--- src/rtl/gba_mem_pkg.sv ---
// Shared GBA memory-map definitions: region decode, access sizes, WAITCNT field layout.
package gba_mem_pkg;

  typedef enum logic [3:0] {
    REG_BIOS, REG_EWRAM, REG_IWRAM, REG_IO, REG_PAL, REG_VRAM,
    REG_OAM, REG_WS0, REG_WS1, REG_WS2, REG_SRAM, REG_NONE
  } region_e;

  localparam logic [1:0] MEM_SIZE_BYTE = 2'd0;
  localparam logic [1:0] MEM_SIZE_HALF = 2'd1;
  localparam logic [1:0] MEM_SIZE_WORD = 2'd2;

  localparam int WC_SRAM = 0;
  localparam int WC_WS0N = 2;
  localparam int WC_WS0S = 4;
  localparam int WC_WS1N = 5;
  localparam int WC_WS1S = 7;
  localparam int WC_WS2N = 8;
  localparam int WC_WS2S = 10;

  // 2-bit N-wait field -> cycles {4,3,2,8}
  function automatic logic [3:0] nwait(input logic [1:0] f);
    case (f)
      2'd0:    nwait = 4'd4;
      2'd1:    nwait = 4'd3;
      2'd2:    nwait = 4'd2;
      default: nwait = 4'd8;
    endcase
  endfunction

  function automatic region_e decode_region(input logic [3:0] a);
    case (a)
      4'h0:        decode_region = REG_BIOS;
      4'h2:        decode_region = REG_EWRAM;
      4'h3:        decode_region = REG_IWRAM;
      4'h4:        decode_region = REG_IO;
      4'h5:        decode_region = REG_PAL;
      4'h6:        decode_region = REG_VRAM;
      4'h7:        decode_region = REG_OAM;
      4'h8, 4'h9:  decode_region = REG_WS0;
      4'hA, 4'hB:  decode_region = REG_WS1;
      4'hC, 4'hD:  decode_region = REG_WS2;
      4'hE, 4'hF:  decode_region = REG_SRAM;
      default:     decode_region = REG_NONE;
    endcase
  endfunction

  function automatic logic is_rom(input region_e r);
    is_rom = (r == REG_WS0) || (r == REG_WS1) || (r == REG_WS2);
  endfunction

  function automatic logic [2:0] size_bytes(input logic [1:0] s);
    case (s)
      MEM_SIZE_BYTE: size_bytes = 3'd1;
      MEM_SIZE_HALF: size_bytes = 3'd2;
      default:       size_bytes = 3'd4;
    endcase
  endfunction

endpackage

--- src/rtl/ws_lookup.sv ---
// Combinational wait-count lookup: (region, size, seq, WAITCNT) -> wait cycles, saturated.
module ws_lookup
  import gba_mem_pkg::*;
#(
  parameter int CNT_W      = 5,
  parameter int EWRAM_WAIT = 2
) (
  input  logic [3:0]       region_i,
  input  logic [1:0]       size_i,
  input  logic             seq_i,
  input  logic [10:0]      waitcnt_i,
  output logic [CNT_W-1:0] wait_o
);

  localparam logic [7:0] SAT = 8'((1 << CNT_W) - 1);

  logic [7:0] n_w, s_w, sum;
  logic       bus16;

  always_comb begin
    n_w   = '0;
    s_w   = '0;
    bus16 = 1'b0;
    case (region_e'(region_i))
      REG_EWRAM: begin
        n_w = 8'(EWRAM_WAIT); s_w = 8'(EWRAM_WAIT); bus16 = 1'b1;
      end
      REG_WS0: begin
        n_w = {4'd0, nwait(waitcnt_i[WC_WS0N+:2])};
        s_w = waitcnt_i[WC_WS0S] ? 8'd1 : 8'd2; bus16 = 1'b1;
      end
      REG_WS1: begin
        n_w = {4'd0, nwait(waitcnt_i[WC_WS1N+:2])};
        s_w = waitcnt_i[WC_WS1S] ? 8'd1 : 8'd4; bus16 = 1'b1;
      end
      REG_WS2: begin
        n_w = {4'd0, nwait(waitcnt_i[WC_WS2N+:2])};
        s_w = waitcnt_i[WC_WS2S] ? 8'd1 : 8'd8; bus16 = 1'b1;
      end
      // SRAM is 8-bit: one wait per access whatever the size
      REG_SRAM: begin
        n_w = {4'd0, nwait(waitcnt_i[WC_SRAM+:2])};
        s_w = n_w;
      end
      default: ;
    endcase
    sum = seq_i ? s_w : n_w;
    if (bus16 && size_i == MEM_SIZE_WORD) sum = sum + s_w + 8'd1;
  end

  assign wait_o = (sum > SAT) ? SAT[CNT_W-1:0] : sum[CNT_W-1:0];

endmodule

--- src/rtl/waitstate_ctrl.sv ---
// Bus wait-state generator: accepts CPU accesses, tracks sequentiality, owns WAITCNT and PAUSE.
module waitstate_ctrl
  import gba_mem_pkg::*;
#(
  parameter int          CNT_W         = 5,
  parameter logic [31:0] WAITCNT_ADDR  = 32'h0400_0204,
  parameter logic [15:0] WAITCNT_RESET = 16'h0000,
  parameter int          EWRAM_WAIT    = 2
) (
  input  logic             clk,
  input  logic             rst_n,
  input  logic [31:0]      addr,
  input  logic [1:0]       size,
  input  logic             write,
  input  logic             valid,
  input  logic [31:0]      wdata,
  output logic             pause,
  output logic             seq,
  output logic [15:0]      waitcnt,
  output logic [CNT_W-1:0] wait_left
);

  logic [CNT_W-1:0] cnt_q, cnt_d, w_c;
  logic             seq_q, seq_d;
  logic [14:0]      wc_q, wc_d;
  logic             pend_q, pend_d;
  logic [1:0]       pmask_q, pmask_d;
  logic             pv_q, pv_d;
  logic [31:0]      paddr_q, paddr_d;
  logic [1:0]       psize_q, psize_d;
  region_e          preg_q, preg_d;

  region_e reg_c;
  logic    accept, seq_hit, wc_hit;
  logic    unused_wdata;

  assign pause     = |cnt_q;
  assign seq       = seq_q;
  assign wait_left = cnt_q;
  assign waitcnt   = {1'b0, wc_q};
  assign unused_wdata = ^wdata[31:15];

  assign accept  = valid & ~pause;
  assign reg_c   = decode_region(addr[27:24]);
  // Contiguous ROM stream in the same wait-state window, not crossing a 128 KiB page
  assign seq_hit = pv_q && is_rom(reg_c) && (reg_c == preg_q) &&
                   (addr == paddr_q + 32'(size_bytes(psize_q))) && (addr[16:0] != 17'd0);
  assign wc_hit  = write && (addr[31:2] == WAITCNT_ADDR[31:2]) &&
                   ((size == MEM_SIZE_WORD) || ~addr[1]);

  ws_lookup #(.CNT_W(CNT_W), .EWRAM_WAIT(EWRAM_WAIT)) u_lookup (
    .region_i  (reg_c),
    .size_i    (size),
    .seq_i     (seq_hit),
    .waitcnt_i (wc_q[10:0]),
    .wait_o    (w_c)
  );

  always_comb begin
    cnt_d   = pause ? cnt_q - CNT_W'(1) : cnt_q;
    seq_d   = seq_q;
    wc_d    = wc_q;
    pend_d  = pend_q;
    pmask_d = pmask_q;
    pv_d    = pv_q;
    paddr_d = paddr_q;
    psize_d = psize_q;
    preg_d  = preg_q;

    // wdata arrives the cycle after the write; a same-edge access still sees wc_q
    if (pend_q && !pause) begin
      if (pmask_q[0]) wc_d[7:0]  = wdata[7:0];
      if (pmask_q[1]) wc_d[14:8] = wdata[14:8];
      pend_d = 1'b0;
    end

    if (accept) begin
      cnt_d   = w_c;
      seq_d   = seq_hit;
      pv_d    = ~wc_hit;
      paddr_d = addr;
      psize_d = size;
      preg_d  = reg_c;
      if (wc_hit) begin
        pend_d  = 1'b1;
        pmask_d = (size == MEM_SIZE_BYTE) ? (addr[0] ? 2'b10 : 2'b01) : 2'b11;
      end
    end else if (!valid && !pause) begin
      pv_d = 1'b0;
    end
  end

  always_ff @(posedge clk) begin
    if (!rst_n) begin
      cnt_q   <= '0;
      seq_q   <= 1'b0;
      wc_q    <= WAITCNT_RESET[14:0];
      pend_q  <= 1'b0;
      pmask_q <= 2'b00;
      pv_q    <= 1'b0;
      paddr_q <= '0;
      psize_q <= MEM_SIZE_BYTE;
      preg_q  <= REG_NONE;
    end else begin
      cnt_q   <= cnt_d;
      seq_q   <= seq_d;
      wc_q    <= wc_d;
      pend_q  <= pend_d;
      pmask_q <= pmask_d;
      pv_q    <= pv_d;
      paddr_q <= paddr_d;
      psize_q <= psize_d;
      preg_q  <= preg_d;
    end
  end

endmodule

--- config.mk ---
export PLATFORM = sky130hd
export DESIGN_NAME = waitstate_ctrl
export DESIGN_NICKNAME = d
export VERILOG_FILES = /design/src/rtl/gba_mem_pkg.sv /design/src/rtl/ws_lookup.sv /design/src/rtl/waitstate_ctrl.sv
export SDC_FILE = /design/constraint.sdc
export NUM_CORES = 1
export LEC_CHECK = 0
export BUFFER_PORTS_ARGS = -buffer_cell sky130_fd_sc_hd__buf_2
export CAP_MARGIN = 20
export CORE_MARGIN = 2
export CORE_UTILIZATION = 55
export DETAILED_ROUTE_END_ITERATION = 16
export GPL_ROUTABILITY_DRIVEN = 0
export PLACE_DENSITY = 0.77
export REMOVE_ABC_BUFFERS = 1
export SLEW_MARGIN = 15
export SYNTH_ARGS = -nofsm -noshare
export SYNTH_HDL_FRONTEND = slang
export SYNTH_SLANG_ARGS = --single-unit
export TNS_END_PERCENT = 20
--- constraint.sdc ---
create_clock -name clk -period 6.45 [get_ports clk]
set_clock_uncertainty 0.05 [all_clocks]
set_input_delay 1.935 -clock clk [delete_from_list [all_inputs] [get_ports clk]]
set_output_delay 1.935 -clock clk [all_outputs]
set_load 0.005 [all_outputs]
==> out/metrics.cfg, run 1 <==
[status]
outcome=finished clean

[drt]
wl_met2_um=5300
wl_met3_um=743
vias_per_cell=5.80
wl_met1_um=4710
dr.pass1.iters=5
wl_per_cell_um=15.0
postRouteAntennaNets=0
routed_wl_um=11100
vias=4284
drc_errors=0
top_layer=met4
drt-initial-drc-count=203

[pwr]
p_leak_nw=2.15
p_total_mw=1.36
ir_worst_vdd_v=0.000163
powerDensity_nw_per_um2=270

[logic_synthesis]
ys_async_sr_fraction=0
netlist_area_um2=4410
yosysUniqueCellTypes=60
ys_ff_latch=63
syn_inst=566
yosysWarningCount=0
avgSynthCellArea_um2=7.79
synth_edf_count=0
ys.flop_type=dfxtp_1
yosysSeqAreaShare=0.286

[clock_tree]
clk_path_buf_depth=2
worstSkewPairLatency_ns=0.35
postCtsSetupBuffers=0
numCtsBuffers=9
path_clk_slew_ns=0.08
cts_tree=yes
cts_root_buffer=clkbuf_8
htreeDepth=3
cts_resized=0
cts_hold_buf=0
cts.sinks=63

[finish]
final_cell_mix=nand2_1, buf_2, dfxtp_1, nor2_1, a21oi_1
syn2layout_area_growth_pct=14.4
layout.nets=727
final_layout_size_suffix_gt1_frac=0.173
n_antenna_cell=0
final_common_cell=nand2_1

[sta]
fin_crit_ns=5.90
tightest_slew_ns=0.971
fin_worst_hold_slack_ns=0.417
timing.final.ws_setup_ns=0.551
hold_viol=0
slew_headroom=0.353
maxSlewViolCount=0
fmax_mhz=170
finalCritPeriodShare=0.915
rsz0062_at_grt=false
setup_viol=0
tns_ns=0

[floorplanning]
core-area_um2=7770
die_area_um2=8750
chipHeight_um=93.6
initial_core_util=0.568
fp-row-count=32
die_width_um=93.6
pin_count=93

[grt]
grt_pass1_vias=4123
grt_max_degree=56
grt-ovfl-total=0
grt_pass1_wl_um=18800
antenna_found_initial=0
track_usage=0.269

[critical_path]
cp_num_buf_inv=4
crit_slowest_cell=or4b_4
max_stage_delay_ns=0.55
required_ns=6.64
path_class=input port to flip-flop
crit_chain=buf_2, inv_1, ha_1, or4b_4, o32ai_4, nand2_1, a21oi_1, nand4_1, nor4_2, nand4_2, mux2_2, ha_1, inv_1, fa_1, inv_1, o21ai_0, o21ai_0, nand2_1, o311ai_0, a21oi_1
crit_top_cell=inv_1
critPathTopFamily=simple AND/OR/NAND/NOR gates
cp.arrival_ns=6.09
critPathMaxFanout=7
critPathLaunchType=input port
cp-end-kind=flip-flop

[flow_run]
drv_cap=0

[worst_hold_path]
hp-class=flip-flop to flip-flop

[placed_design]
dp_hpwl_um=8200
dp_worst_setup_slack_ns=0.239
io_buffer_count=74

-- final timing paths --
kind,startpoint,end,slack [ns],depth (start not counted)
min reg2reg,pv_q,pv_q,0.42,2
max reg2reg,psize_q[1],wait_left[1],1.55,20
min,pv_q,pv_q,0.42,2
max,addr[24],wait_left[1],0.55,20
-- final cells by class --
type,instances,area [um^2]
multi-input combinational,455,2960
fill,699,2720
sequential,63,1260
timing repair buffer,78,400
clock buffer,12,155
tap,102,128
inverter,24,90.1
clock inverter,4,53.8
-- metal layers --
layer,up-vias,GRT usage
met5,-,0
met1,1960,0.328
met3,27,0.0379
li1,2123,-
met2,174,0.463
met4,0,0.132
-- Yosys cell counts (all sizes together), types with 4 or more instances --
master | instances | area, um^2
nand2 | 97 | 364
dfxtp | 63 | 1260
nor2 | 48 | 180
a21oi | 47 | 235
xnor2 | 35 | 307
ha | 24 | 300
inv | 23 | 86.3
mux2i | 23 | 230
clkbuf | 20 | 75.1
nand3 | 20 | 113
nand4 | 18 | 119
xor2 | 17 | 149
o21ai | 15 | 75.1
nor3 | 14 | 70.1
nor4 | 12 | 103
mux2 | 7 | 82.6
o211ai | 7 | 52.6
and3 | 6 | 37.5
nand2b | 6 | 37.5
a22oi | 5 | 37.5
and2 | 5 | 31.3
a211oi | 4 | 30.0
a31oi | 4 | 25.0
buf | 4 | 28.8
nor2b | 4 | 25.0
o31ai | 4 | 35.0
-- worst min-delay path, cell delays in order, from the launching register on --
cell     delay [ns]
dfxtp_1        0.32
nand2_1        0.05
a21oi_1        0.05
-- flip-flops by register name, summed over array words and instances, names as in the netlist --
signal	flops
seq	1
paddr_q	32
pend_q	1
pv_q	1
wait_left	5
wc_q	15
psize_q	2
preg_q	4
pmask_q	2
-- cell families after synthesis --
kind of cell / after synthesis / share of synthesized area
simple gates: 241 / 0.266
other cells: 1 / 0.000850
flops: 63 / 0.286
buf+inv: 48 / 0.0440
compound gates: 105 / 0.152
xor+xnor: 52 / 0.103
mux: 30 / 0.0709
fa+ha+maj: 26 / 0.0772
-- through the flow --
step,util,std cells,area [um^2]
3_5_place_dp,0.622,722,4830
3_3_place_gp,0.622,722,4830
5_1_grt,0.649,738,5040
6_report,0.649,738,5040
4_1_cts,0.649,738,5040
2_1_floorplan,-,542,4310
-- power breakdown --
group          switching, mW  internal (mW)  total [mW]
registers             0.0717          0.451       0.522
logic                  0.281          0.194       0.475
clock network          0.165          0.200       0.366
Power figures use the tool's default switching activity.
==> inputs of run 2 (changes only) <==
--- a/config.mk
+++ b/config.mk
@@ -5,13 +5,13 @@
 export SDC_FILE = /design/constraint.sdc
 export NUM_CORES = 1
 export LEC_CHECK = 0
-export BUFFER_PORTS_ARGS = -buffer_cell sky130_fd_sc_hd__buf_2
 export CAP_MARGIN = 20
 export CORE_MARGIN = 2
 export CORE_UTILIZATION = 55
 export DETAILED_ROUTE_END_ITERATION = 16
+export DONT_BUFFER_PORTS = 1
 export GPL_ROUTABILITY_DRIVEN = 0
-export PLACE_DENSITY = 0.77
+export PLACE_DENSITY = 0.67
 export REMOVE_ABC_BUFFERS = 1
 export SLEW_MARGIN = 15
 export SYNTH_ARGS = -nofsm -noshare
==> out/metrics.cfg, run 2 (synthesized netlist as in run 1, its figures left out) <==
[clock_tree]
postCtsSetupBuffers=0
path_clk_slew_ns=0.08
cts_root_buffer=clkbuf_8
htreeDepth=3
clk_path_buf_depth=2
worstSkewPairLatency_ns=0.35
cts_hold_buf=0
cts.sinks=63
numCtsBuffers=9
cts_tree=yes
cts_resized=0

[pwr]
p_total_mw=1.27
p_leak_nw=1.82
powerDensity_nw_per_um2=274
ir_worst_vdd_v=0.000148

[sta]
slew_headroom=0.370
fin_worst_hold_slack_ns=0.414
fin_crit_ns=5.75
fmax_mhz=174
setup_viol=0
hold_viol=0
finalCritPeriodShare=0.891
tns_ns=0
rsz0062_at_grt=false
timing.final.ws_setup_ns=0.701
maxSlewViolCount=0
tightest_slew_ns=0.944

[critical_path]
worstSetupStartpoint=addr[25]
crit_chain=inv_1, ha_1, or4b_4, o32ai_4, nand2_1, a21oi_1, nand4_1, nor4_2, nand4_2, mux2_2, ha_1, inv_1, fa_1, inv_1, o21ai_0, o21ai_0, nand2_1, o311ai_0, a21oi_1
crit_top_cell=inv_1
critPathTopFamily=simple AND/OR/NAND/NOR gates
max_stage_delay_ns=0.55
timing.rr.start=psize_q[1]
cp.arrival_ns=5.92
path_class=input port to flip-flop
crit_slowest_cell=or4b_4
required_ns=6.62
cp-end-kind=flip-flop
critPathMaxFanout=5
critPathLaunchType=input port
cp_num_buf_inv=3

[finish]
finish.utilization=0.598
layout.nets=652
nFillCells=710
syn2layout_area_growth_pct=5.33
top_register=paddr_q
largest_reg_flops=32
n_antenna_cell=0
final_common_cell=nand2_1
final_layout_size_suffix_gt1_frac=0.0660
final_cell_mix=nand2_1, dfxtp_1, nor2_1, a21oi_1, xnor2_1

[drt]
drc_errors=0
vias=3909
postRouteAntennaNets=0
vias_per_cell=5.90
dr.pass1.iters=4
routed_wl_um=10700
drt-initial-drc-count=169
wl_per_cell_um=16.2

[grt]
grt_pass1_wl_um=17700
track_usage=0.254
antenna_found_initial=0
grt_max_degree=56
grt_pass1_vias=3707
grt-ovfl-total=0

[placed_design]
io_buffer_count=0
dp_worst_setup_slack_ns=0.400
dp_hpwl_um=8000

[floorplanning]
die_area_um2=8750
chipHeight_um=93.6
fp-row-count=32
core-area_um2=7770
die_width_um=93.6
pin_count=93
initial_core_util=0.568

[status]
outcome=finished clean

[worst_hold_path]
hp-start=paddr_q[0]
hp-class=flip-flop to flip-flop

[flow_run]
drv_cap=0

==> run 2: worst register-to-register path, stage by stage, from the launching register on <==
cell and delay [ns]:
dfxtp_1 0.39, nor2_1 0.06, ha_1 0.20, fa_1 0.41, a21oi_1 0.47, nor4_2 0.18, mux2_1 0.35, a311oi_1 0.26
a21oi_1 0.09, nor4_2 0.32, nand4_2 0.28, mux2_2 0.37, ha_1 0.18, inv_1 0.09, fa_1 0.42, inv_1 0.06
o21ai_0 0.07, o21ai_0 0.21, nand2_1 0.08, o311ai_0 0.12, a21oi_1 0.07
==> run 2: report_power, final <==
group	switching [mW]	internal, mW	leakage [nW]	total [mW]
Sequential	0.0731	0.450	0.513	0.523
Combinational	0.250	0.167	1.22	0.417
Clock	0.185	0.147	0.0916	0.331
Total	0.507	0.764	1.82	1.27
==> run 2: cell type report <==
type,count,area (um^2),area share
repair buffers,3,22.5,0.00485
flip-flops and latches,63,1260,0.271
clock inverters,7,60.1,0.0129
inverters,24,90.1,0.0194
clock buffers,9,124,0.0267
multi-input cells,455,2960,0.637
well taps,102,128,0.0275
==> run 2: path summary, 6_finish.rpt <==
check | to | slack, ns | depth (start not counted)
worst min register to register | paddr_q[0] | 0.41 | 2
worst max register to register | wait_left[1] | 1.60 | 20
worst min-delay path | paddr_q[0] | 0.41 | 2
worst max-delay path | wait_left[1] | 0.70 | 19
==> run 2: metrics by stage <==
stage	cells	area, um^2
after global placement	647	4460
after global routing	663	4650
after floorplan	542	4310
after CTS	663	4650
after detailed placement	647	4460
final	663	4650
==> run 2: metal layers <==
layer / global-route usage / up-vias / share of wire / routed length (um)
li1: - / 1967 / - / -
met1: 0.307 / 1798 / 0.43 / 4630
met2: 0.437 / 124 / 0.49 / 5210
met3: 0.0620 / 20 / 0.063 / 670
met4: 0.0942 / 0 / 0.019 / 203
met5: 0 / - / 0 / 0
==> inputs of run 3 (changes only) <==
--- a/config.mk
+++ b/config.mk
@@ -7,11 +7,11 @@
 export LEC_CHECK = 0
 export CAP_MARGIN = 20
 export CORE_MARGIN = 2
-export CORE_UTILIZATION = 55
+export CORE_UTILIZATION = 64
 export DETAILED_ROUTE_END_ITERATION = 16
 export DONT_BUFFER_PORTS = 1
 export GPL_ROUTABILITY_DRIVEN = 0
-export PLACE_DENSITY = 0.67
+export PLACE_DENSITY = 0.77
 export REMOVE_ABC_BUFFERS = 1
 export SLEW_MARGIN = 15
 export SYNTH_ARGS = -nofsm -noshare
==> out/metrics.cfg, run 3 (synthesized netlist as in run 1, its figures left out) <==
[drt]
vias=4000
routed_wl_um=10700
vias_per_cell=6.24
drc_errors=0
dr.pass1.iters=6
drt-initial-drc-count=253
postRouteAntennaNets=0
wl_per_cell_um=16.7

[critical_path]
rr_worst_depth=20
cp-end-kind=flip-flop
crit_chain=inv_1, ha_1, or4b_4, o32ai_4, nand2_1, a21oi_1, nand4_1, nor4_2, nand4_2, mux2_2, ha_1, inv_1, fa_1, inv_1, o21ai_0, o21ai_0, nand2_1, o311ai_0, a21oi_1
critPathTopFamily=simple AND/OR/NAND/NOR gates
critPathMaxFanout=5
critPathLaunchType=input port
crit_top_cell=inv_1
crit_slowest_cell=or4b_4
max_stage_delay_ns=0.55
path_class=input port to flip-flop
cp.arrival_ns=5.91
required_ns=6.63
cp_num_cells=19
cp_num_buf_inv=3

[finish]
top_register=paddr_q
final_layout_size_suffix_gt1_frac=0.0642
n_antenna_cell=0
syn2layout_area_growth_pct=5.05
final_cell_mix=nand2_1, dfxtp_1, nor2_1, a21oi_1, xnor2_1
largest_reg_flops=32
final_common_cell=nand2_1
layout.nets=652

[pwr]
pwr-share-clk=0.274
pwr-share-comb=0.326
swShare=0.388
ir_worst_vdd_v=0.000213
intPower_mw=0.801
power_switching_mw=0.507
powerDensity_nw_per_um2=282
p_leak_nw=1.82
power_frac_seq=0.401

[sta]
tns_ns=0
tightest_slew_ns=0.939
rsz0062_at_grt=false
slew_headroom=0.374
hold_viol=0
setup_viol=0
fmax_mhz=175
fin_crit_ns=5.73
timing.final.ws_setup_ns=0.721
finalCritPeriodShare=0.888
maxSlewViolCount=0

[clock_tree]
clk_path_buf_depth=2
worstSkewPairLatency_ns=0.35
cts_hold_buf=0
postCtsSetupBuffers=0
cts_root_buffer=clkbuf_8
cts.sinks=63
cts_resized=0
numCtsBuffers=9
cts_tree=yes
path_clk_slew_ns=0.08
htreeDepth=3

[grt]
track_usage=0.293
grt_max_degree=56
grt-ovfl-total=0
antenna_found_initial=0
grt_pass1_vias=3838
grt_pass1_wl_um=17700

[floorplanning]
die_area_um2=7570
initial_core_util=0.656
chipHeight_um=87.0
die_width_um=87.0
core-area_um2=6720
fp-row-count=30
pin_count=93

[worst_hold_path]
hp-class=flip-flop to flip-flop
whs_path_depth=2

[placed_design]
dp_hpwl_um=7900
dp_worst_setup_slack_ns=0.414
io_buffer_count=0

[flow_run]
drv_cap=0

[status]
outcome=finished clean

-- run 3: cell count changes in the layout (fill, tap and decap cells not counted), sizes merged --
cell | before | now
inv | 28 | 26
clkinvlp | 1 | 2
bufinv | 0 | 1
-- run 3: worst register-to-register path, delay by kind of cell, from the launching register on --
family	cells	cell delay, ns
AO/OA/AOI/OAI	7	1.37
adder cells (fa/ha/maj)	4	1.21
buffers and inverters	2	0.13
flip-flops	1	0.38
multiplexers	2	0.72
AND/OR/NAND/NOR	5	0.93
-- run 3: through the flow --
stage | instance area [um^2] | util | hold slack [ns] | cells | power, mW
2_1_floorplan | 4310 | - | 0.377 | 542 | 0.843
6_report | 4630 | 0.690 | 0.408 | 641 | 1.31
5_1_grt | 4630 | 0.690 | 0.420 | 641 | 1.40
3_3_place_gp | 4430 | 0.659 | 0.396 | 625 | 0.932
4_1_cts | 4630 | 0.690 | 0.410 | 641 | 1.31
3_5_place_dp | 4430 | 0.659 | 0.398 | 625 | 0.951
-- run 3: worst paths after layout --
kind,from,endpoint,slack (ns)
worst min-delay path,pv_q,pv_q,0.41
worst min register to register,pv_q,pv_q,0.41
worst max register to register,psize_q[1],wait_left[1],1.53
worst max-delay path,addr[25],wait_left[1],0.72
-- run 3: cell type report --
class                           instances  area [um^2]
Clock buffer                            9          124
Clock inverter                          7         80.1
Tap cell                               80          100
Inverter                               24         90.1
Sequential cell                        63         1260
Timing Repair Buffer                    3         22.5
Fill cell                             596         2090
Multi-Input combinational cell        455         2960
-- run 3: power by group through the flow --
stage | clock [mW] | sequential (mW) | combinational, mW
after CTS | 0.365 | 0.523 | 0.424
after global placement | 0 | 0.529 | 0.403
after global routing | 0.384 | 0.534 | 0.479
final | 0.358 | 0.524 | 0.426
after floorplan | 0 | 0.514 | 0.329
after detailed placement | 0 | 0.531 | 0.420
-- run 3: routing by layer --
layer / share of wire / GRT usage
met5: 0 / 0
met4: 0.023 / 0.107
met1: 0.42 / 0.362
met2: 0.49 / 0.504
met3: 0.068 / 0.0597
